[config.mk]
export PLATFORM = sky130hd
export DESIGN_NAME = bias_ctrl
export DESIGN_NICKNAME = d
export VERILOG_FILES = /design/src/rtl/bias_ctrl.sv
export SDC_FILE = /design/constraint.sdc
export NUM_CORES = 1
export LEC_CHECK = 0
export ABC_AREA = 1
export BUFFER_PORTS_ARGS = -buffer_cell sky130_fd_sc_hd__buf_4
export CAP_MARGIN = 10
export CORE_ASPECT_RATIO = 0.9
export CORE_MARGIN = 3
export CORE_UTILIZATION = 50
export CTS_BUF_LIST = sky130_fd_sc_hd__clkbuf_4
export CTS_CLUSTER_SIZE = 16
export DETAILED_ROUTE_END_ITERATION = 12
export MAX_ROUTING_LAYER = met4
export PLACE_DENSITY_LB_ADDON = 0.1
export SLEW_MARGIN = 20
export SYNTH_ARGS = -nofsm -noshare
export SYNTH_HDL_FRONTEND = slang
export SYNTH_SLANG_ARGS = --single-unit
[constraint.sdc]
create_clock -name clk -period 3.6 [get_ports clk]
set_clock_uncertainty 0.2 [all_clocks]
set_input_delay 0.9 -clock clk [delete_from_list [all_inputs] [get_ports clk]]
set_output_delay 0.9 -clock clk [all_outputs]
set_load 0.01 [all_outputs]
[src/rtl/bias_ctrl.sv]
// bias_ctrl: fetches the two per-column bias scalars for a job from the
// unified buffer, then counts biased-output valids on both columns until
// each column has produced `rows` results, and pulses done.
//
// Ports:
//   clk, rst              clock, asynchronous active-high reset
//   start, rows,          job start pulse; row count and bias address
//   bias_addr             sampled when start is accepted in IDLE
//   ub_rd_en, ub_rd_addr  unified-buffer read request (two reads per job)
//   ub_rd_valid,          unified-buffer read response, any latency >= 1
//   ub_rd_data
//   bias_scalar_out_1/2   captured bias scalars for column 1 / column 2
//   bias_Z_valid_in_1/2   per-column biased-output valids from the datapath
//   busy, done, err       status: not idle, completion pulse, sticky error
module bias_ctrl #(
    parameter int unsigned DATA_W = 16,
    parameter int unsigned ADDR_W = 16,
    parameter int unsigned ROW_W  = 8
) (
    input  logic                     clk,
    input  logic                     rst,
    input  logic                     start,
    input  logic [ROW_W-1:0]         rows,
    input  logic [ADDR_W-1:0]        bias_addr,
    output logic                     ub_rd_en,
    output logic [ADDR_W-1:0]        ub_rd_addr,
    input  logic                     ub_rd_valid,
    input  logic [DATA_W-1:0]        ub_rd_data,
    output logic signed [DATA_W-1:0] bias_scalar_out_1,
    output logic signed [DATA_W-1:0] bias_scalar_out_2,
    input  logic                     bias_Z_valid_in_1,
    input  logic                     bias_Z_valid_in_2,
    output logic                     busy,
    output logic                     done,
    output logic                     err
);

    typedef enum logic [2:0] {IDLE, RD0, RD1, WAIT, RUN, DONE} state_t;

    state_t            state_q, state_d;
    logic [ROW_W-1:0]  rows_q, rows_d;
    logic [ADDR_W-1:0] base_q, base_d;
    logic [ROW_W-1:0]  cnt1_q, cnt1_d;
    logic [ROW_W-1:0]  cnt2_q, cnt2_d;
    logic [1:0]        resp_q, resp_d;
    logic              rd_en_q, rd_en_d;
    logic [ADDR_W-1:0] rd_addr_q, rd_addr_d;
    logic [DATA_W-1:0] b1_q, b1_d;
    logic [DATA_W-1:0] b2_q, b2_d;
    logic              busy_q, busy_d;
    logic              done_q, done_d;
    logic              err_q, err_d;
    logic              err_set;
    logic              resp_window;

    always_comb begin
        state_d   = state_q;
        rows_d    = rows_q;
        base_d    = base_q;
        cnt1_d    = cnt1_q;
        cnt2_d    = cnt2_q;
        resp_d    = resp_q;
        rd_en_d   = 1'b0;
        rd_addr_d = rd_addr_q;
        b1_d      = b1_q;
        b2_d      = b2_q;
        err_d     = err_q;
        err_set   = 1'b0;

        // Read responses are accepted from RD0 until both have arrived;
        // anything else (idle, surplus responses) is a protocol error.
        resp_window = (state_q == RD0) || (state_q == RD1) || (state_q == WAIT);
        if (ub_rd_valid) begin
            if (resp_window && (resp_q != 2'd2)) begin
                if (resp_q == 2'd0) begin
                    b1_d = ub_rd_data;
                end else begin
                    b2_d = ub_rd_data;
                end
                resp_d = resp_q + 2'd1;
            end else begin
                err_set = 1'b1;
            end
        end

        // Column counters saturate at rows; an extra valid only flags err.
        if (state_q == RUN) begin
            if (bias_Z_valid_in_1) begin
                if (cnt1_q == rows_q) err_set = 1'b1;
                else                  cnt1_d  = cnt1_q + ROW_W'(1);
            end
            if (bias_Z_valid_in_2) begin
                if (cnt2_q == rows_q) err_set = 1'b1;
                else                  cnt2_d  = cnt2_q + ROW_W'(1);
            end
        end else if (bias_Z_valid_in_1 || bias_Z_valid_in_2) begin
            err_set = 1'b1;
        end

        case (state_q)
            IDLE: begin
                if (start) begin
                    err_d = 1'b0;
                    if (rows != '0) begin
                        rows_d    = rows;
                        base_d    = bias_addr;
                        cnt1_d    = '0;
                        cnt2_d    = '0;
                        resp_d    = '0;
                        rd_en_d   = 1'b1;
                        rd_addr_d = bias_addr;
                        state_d   = RD0;
                    end else begin
                        state_d = DONE;
                    end
                end
            end
            RD0: begin
                rd_en_d   = 1'b1;
                rd_addr_d = base_q + ADDR_W'(1);
                state_d   = RD1;
            end
            RD1: begin
                state_d = WAIT;
            end
            WAIT: begin
                if (resp_q == 2'd2) state_d = RUN;
            end
            RUN: begin
                // Completion uses the counts including this cycle's valids.
                if ((cnt1_d == rows_q) && (cnt2_d == rows_q)) state_d = DONE;
            end
            DONE: begin
                state_d = IDLE;
            end
            default: begin
                state_d = IDLE;
            end
        endcase

        // A stray valid in the same cycle as an accepted start still counts.
        if (err_set) err_d = 1'b1;

        busy_d = (state_d != IDLE);
        done_d = (state_d == DONE);
    end

    always_ff @(posedge clk or posedge rst) begin
        if (rst) begin
            state_q   <= IDLE;
            rows_q    <= '0;
            base_q    <= '0;
            cnt1_q    <= '0;
            cnt2_q    <= '0;
            resp_q    <= '0;
            rd_en_q   <= 1'b0;
            rd_addr_q <= '0;
            b1_q      <= '0;
            b2_q      <= '0;
            busy_q    <= 1'b0;
            done_q    <= 1'b0;
            err_q     <= 1'b0;
        end else begin
            state_q   <= state_d;
            rows_q    <= rows_d;
            base_q    <= base_d;
            cnt1_q    <= cnt1_d;
            cnt2_q    <= cnt2_d;
            resp_q    <= resp_d;
            rd_en_q   <= rd_en_d;
            rd_addr_q <= rd_addr_d;
            b1_q      <= b1_d;
            b2_q      <= b2_d;
            busy_q    <= busy_d;
            done_q    <= done_d;
            err_q     <= err_d;
        end
    end

    assign ub_rd_en          = rd_en_q;
    assign ub_rd_addr        = rd_addr_q;
    assign bias_scalar_out_1 = b1_q;
    assign bias_scalar_out_2 = b2_q;
    assign busy              = busy_q;
    assign done              = done_q;
    assign err               = err_q;

endmodule
# ---- Word-level counts from Yosys, hierarchy flattened
# Index checks and enable logic that the tools add are counted.
dict set report totals {
  wordCells 87
  ff_bits 97
}
dict set report classes {
  muxes 39
  n_eq_ne 13
  addsub 4
  n_reduce_logical 17
  n_bitwise 1
}
# op count
set ops {}
lappend ops {{8-bit two-way mux} 12}
lappend ops {{8-bit equality test} 4}
lappend ops {{16-bit two-way mux} 2}
lappend ops {{16-bit case mux with 2 select lines} 1}
lappend ops {{16-bit by 1-bit adder with 16-bit output (second input constant)} 1}
lappend ops {{8-bit by 1-bit adder with 8-bit output (second input constant)} 2}
lappend ops {{3-bit case mux with 5 select lines} 1}
lappend ops {{1-bit two-way mux} 13}
lappend ops {{3-bit two-way mux} 4}
lappend ops {{3-bit AND reduction} 4}
lappend ops {{2-bit two-way mux} 5}
lappend ops {{8-bit nonzero test} 1}
lappend ops {{3-bit by 2-bit equality test with 1-bit output (second input constant)} 2}
lappend ops {{3-bit equality test (second input constant)} 2}
lappend ops {{2-bit != test (second input constant)} 3}
lappend ops {{2-bit nonzero test} 3}
lappend ops {{3-bit by 1-bit equality test with 1-bit output (second input constant)} 1}
lappend ops {{3-bit logical NOT} 1}
lappend ops {{1-bit logical OR} 3}
lappend ops {{3-bit nonzero test} 1}
lappend ops {{2-bit by 1-bit adder with 2-bit output (second input constant)} 1}
lappend ops {{2-bit equality test (second input constant)} 1}
lappend ops {{1-bit logical AND} 2}
lappend ops {{2-bit logical NOT} 1}
lappend ops {{other kinds (3)} 3}

# ---- Logic depth before layout (Yosys ltp)
dict set report logic_depth {
  depth_word 13
  ltp_mapped 17
  depth_no_buf 16
}

# ---- Worst setup path before layout
# No wires, ideal clock.
dict set report synth_path {
  path_type {input to register}
  from {input port bias_Z_valid_in_1}
  to {register done_q, in the netlist done}
  stages 12
  setup_slack_ns 1.300
  t_required_ns 3.327
  n_path_buf 0
  t_arrival_ns 2.027
  path_cell_list {nand4_1 > nor3_1 > nand2_1 > nand2_1 > nand2_1 > nand2_1 > nand2_1 > nor2_1 > nand3_1 > nor2_2 > nand2_2 > a21oi_2}
}
dict set report synth_via {
  elab_chain_cells 7
}
# item line_no
set synth_lines {}
lappend synth_lines {{start: declaration} 31} ;# input logic bias_Z_valid_in_1,
lappend synth_lines {{8-bit two-way mux} 88} ;# if (bias_Z_valid_in_1) begin
lappend synth_lines {{8-bit two-way mux} 87} ;# if (state_q == RUN) begin
lappend synth_lines {{8-bit equality test} 131} ;# if ((cnt1_d == rows_q) && (cnt2_d == rows_q)) state_d = DONE;
lappend synth_lines {{1-bit logical AND} 131}
lappend synth_lines {{3-bit two-way mux} 131}
lappend synth_lines {{3-bit case mux with 5 select lines} 100} ;# case (state_q)
lappend synth_lines {{3-bit equality test} 145} ;# done_d = (state_d == DONE);
lappend synth_lines {{net done_d} 51} ;# logic done_q, done_d;
lappend synth_lines {{end signal: assignment} 175} ;# done_q <= done_d;
lappend synth_lines {{end: declaration} 51}
# The timed path passes the listed nets, and every way through them passes these cells.
# A chain may end at the register's enable or synchronous reset.

# ---- Final worst setup path
dict set report layout_path {
  from {register resp_q[0]}
  to {register b1_q[2], in the netlist bias_scalar_out_1[2]}
}
dict set report layout_via {
  elab_chain_cells 3
  word_cells_on_any_way 4
  classes_between {eq/ne (1); reduce/logical (3)}
}
# item line_no
set layout_lines {}
lappend layout_lines {{start: declaration} 45} ;# logic [1:0] resp_q, resp_d;
lappend layout_lines {{start signal: assignment} 169} ;# resp_q <= resp_d;
lappend layout_lines {{2-bit != test} 74} ;# if (resp_window && (resp_q != 2'd2)) begin
lappend layout_lines {{1-bit logical AND} 74}
lappend layout_lines {{3-bit AND reduction (no source line) *} n/a}
lappend layout_lines {{end signal: assignment} 158} ;# b1_q <= '0;
lappend layout_lines {{end signal: assignment} 172} ;# b1_q <= b1_d;
lappend layout_lines {{end: declaration} 48} ;# logic [DATA_W-1:0] b1_q, b1_d;
# Mark *: on every way between the ends. The rest lies on a longest branch, timed or not.

==> impl_metrics.json <==
{
  "io_buffers": 97,
  "gp_congestion": 0.880,
  "multi_input_area_sq_um": 2110,
  "via_per_inst": 5.15,
  "run_status": "finished clean",
  "final_cells": 845,
  "holdPathEnd": "bias_scalar_out_2[10]",
  "synth_common_cells": "186 x nand2_1, 97 x dfrtp_1, 68 x inv_1, 65 x o21ai_0, 49 x nor2_1",
  "tightest_slew_ns": 0.904,
  "combPwrFrac": 0.459,
  "switching_share": 0.426,
  "hp-start": "bias_scalar_out_2[10]",
  "grt_overflow": 0,
  "grt_setup_unrepaired": "no",
  "hold_path.class": "flop to flop",
  "wire_per_inst_um": 14.1,
  "r2r_cells": 7,
  "grt_pass1_wl_um": 20000,
  "ys_types": 35,
  "yosysMostFrequentCell": "nand2_1",
  "hpwl_um": 8720,
  "ys_seq_area_frac": 0.495,
  "clk_latency_ns": 0.44,
  "setup_viol": 0,
  "coreArea_sq_um": 9330,
  "critPathMaxFanout": 32,
  "syn_inst": 625,
  "grt_usage": 0.236,
  "finalWirelength_um": 11900,
  "seqPwrFrac": 0.410,
  "slew_viol_final": 0,
  "slew_headroom": 0.396,
  "p_clk_frac": 0.131,
  "max_freq_ghz": 0.408,
  "critPathKind": "flop to flop",
  "clk_pin_slew_ns": 0.16,
  "power.leakage_nw": 2.96,
  "std_cell_rows": 33,
  "clkSinkCount": 97,
  "htree_levels": 3,
  "placement.cell_area_sq_um": 5740,
  "fin_crit_ns": 2.45,
  "synth_area_per_cell_sq_um": 7.84,
  "die-height_um": 99.9,
  "start_util": 0.525,
  "crit_arrival_ns": 2.59,
  "cts_resized": 0,
  "synth-edff-count": 0,
  "via_count": 4354,
  "synth_nets": 676,
  "synth_top_area_frac": 0.495,
  "power-per-cell-area_nw_per_um2": 800,
  "r2r-end": "bias_scalar_out_1[2]",
  "first_pass_iters": 5,
  "area_delta_synth_final_pct": 20.3,
  "placedCellCount": 828,
  "antenna_found_initial": 0,
  "cts_setup_buffers": 0,
  "hold_buffers": 0,
  "yosysWarnings": 0,
  "ys.flop_type": "dfrtp_1",
  "tritoncts": "done",
  "synth.area.top_cells": "dfrtp_1 50%, nand2_1 14%, o21ai_0 6.6%",
  "drc": 0,
  "hold_depth": 2,
  "nets": 768,
  "cp.required_ns": 3.74,
  "grt_max_degree": 71,
  "stdcell_area_sq_um": 5890,
  "drv_cap": 0,
  "ys_ff_latch": 97,
  "netlist.top_cell.by_area": "dfrtp_1",
  "internal_power_mw": 2.70,
  "p_sw_mw": 2.01,
  "ir_drop_mv": 0.402,
  "design.die.area_sq_um": 11000,
  "cts_buffers": 9,
  "start_kind": "flop",
  "first_global_vias": 4121,
  "clock_path_buffers": 2,
  "tns_ns": 0,
  "die_x_um": 110,
  "drive_above_1_share": 0.202,
  "finalCritPeriodShare": 0.681,
  "end_kind": "flop",
  "dr.first_iter.drc_count": 285,
  "rr_startpoint": "resp_q[0]",
  "async_flop_share": 1.00,
  "nFillCells": 838,
  "seqCellArea_sq_um": 2430,
  "synthesis.area_sq_um": 4900,
  "hold_slack_ns": 0.303,
  "root_buffer": "clkbuf_4",
  "drtAntennaViolNets": 0,
  "reg2reg_slack_ns": 1.15,
  "final_hold_viol_count": 0,
  "ios": 98
}
==> power by group through the flow <==
stage | sequential [mW] | clock, mW | combinational, mW
2_1_floorplan | 1.99 | 0 | 1.28
5_1_grt | 2.00 | 0.692 | 2.47
3_5_place_dp | 1.94 | 0 | 2.18
3_3_place_gp | 1.94 | 0 | 2.12
6_report | 1.93 | 0.618 | 2.16
4_1_cts | 1.93 | 0.640 | 2.18
==> worst max-delay path by stage <==
stage / from / endpoint / slack (ns) / depth (start not counted)
2_1_floorplan: bias_Z_valid_in_1 / done / 1.30 / 12
3_3_place_gp: rows[3] / ub_rd_addr[14] / 0.79 / 10
3_5_place_dp: rows[3] / ub_rd_addr[14] / 0.72 / 10
4_1_cts: resp_q[0] / bias_scalar_out_1[2] / 1.14 / 7
5_1_grt: resp_q[0] / bias_scalar_out_1[1] / 0.74 / 7
6_report: resp_q[0] / bias_scalar_out_1[2] / 1.15 / 7
==> sequential cells by signal, summed over array words and instances (netlist names) <==
register and count:
base_q 16, ub_rd_en 1, bias_scalar_out_2 16, state_q 3, resp_q 2, busy 1
rows_q 8, bias_scalar_out_1 16, err 1, cnt2_q 8, ub_rd_addr 16, cnt1_q 8
done 1
==> final cells by class <==
type                    instances  share of cell area
multi-input cells             436               0.359
inverters                      71              0.0459
repair buffers                102               0.132
clock buffers                  10              0.0127
well taps                     122              0.0259
flip-flops and latches         97               0.412
diodes                          1            0.000425
clock inverters                 6              0.0127
==> logic make-up (layout without fill, tap and decap cells) <==
group | count (synthesis) | in the layout | share of synthesized area
and+or+nand+nor | 313 | 313 | 0.275
buffers and inverters | 92 | 189 | 0.0751
other | 0 | 1 | 0
xor gates and xnor gates | 18 | 18 | 0.0337
adders and majority gates | 5 | 5 | 0.0128
DFF | 97 | 97 | 0.495
AOI/OAI and AO/OA | 100 | 100 | 0.108
==> metrics by stage <==
| stage | power, mW | setup WS, ns | util |
|---|---|---|---|
| after floorplan | 3.26 | 1.30 | - |
| after global placement | 4.06 | 0.791 | 0.615 |
| after detailed placement | 4.12 | 0.718 | 0.615 |
| after CTS | 4.75 | 1.14 | 0.631 |
| after global routing | 5.16 | 0.740 | 0.631 |
| final | 4.71 | 1.15 | 0.632 |
==> cell usage in the layout, fill, tap and decap left out, types with 3 or more instances in the layout <==
cell type / count
a21oi_1: 21
nand3_1: 30
o21ai_0: 65
nor3_1: 10
nand2_1: 186
nor4_1: 3
dfrtp_1: 97
nor2_1: 48
nand2_2: 5
a31oi_1: 4
inv_1: 67
clkbuf_4: 10
inv_2: 3
buf_4: 101
xnor2_1: 12
xor2_1: 5
ha_1: 5
nand4_1: 11
nor2_2: 9
==> layer usage <==
layer | wire length, um | track usage | part of all wire
met5 | 0 | - | 0
met4 | 81 | 0.0426 | 0.0068
met3 | 870 | 0.0572 | 0.073
met2 | 5180 | 0.334 | 0.44
met1 | 5770 | 0.349 | 0.48
==> worst max-delay path: stages, from the launching register on <==
cell and delay [ns]:
dfrtp_1 0.35, inv_1 0.07, ha_1 0.27, nor3_1 0.25, nand2_1 0.22, inv_1 0.09, nand2_1 0.52, o21ai_0 0.38
Power figures use the tool's default switching activity.
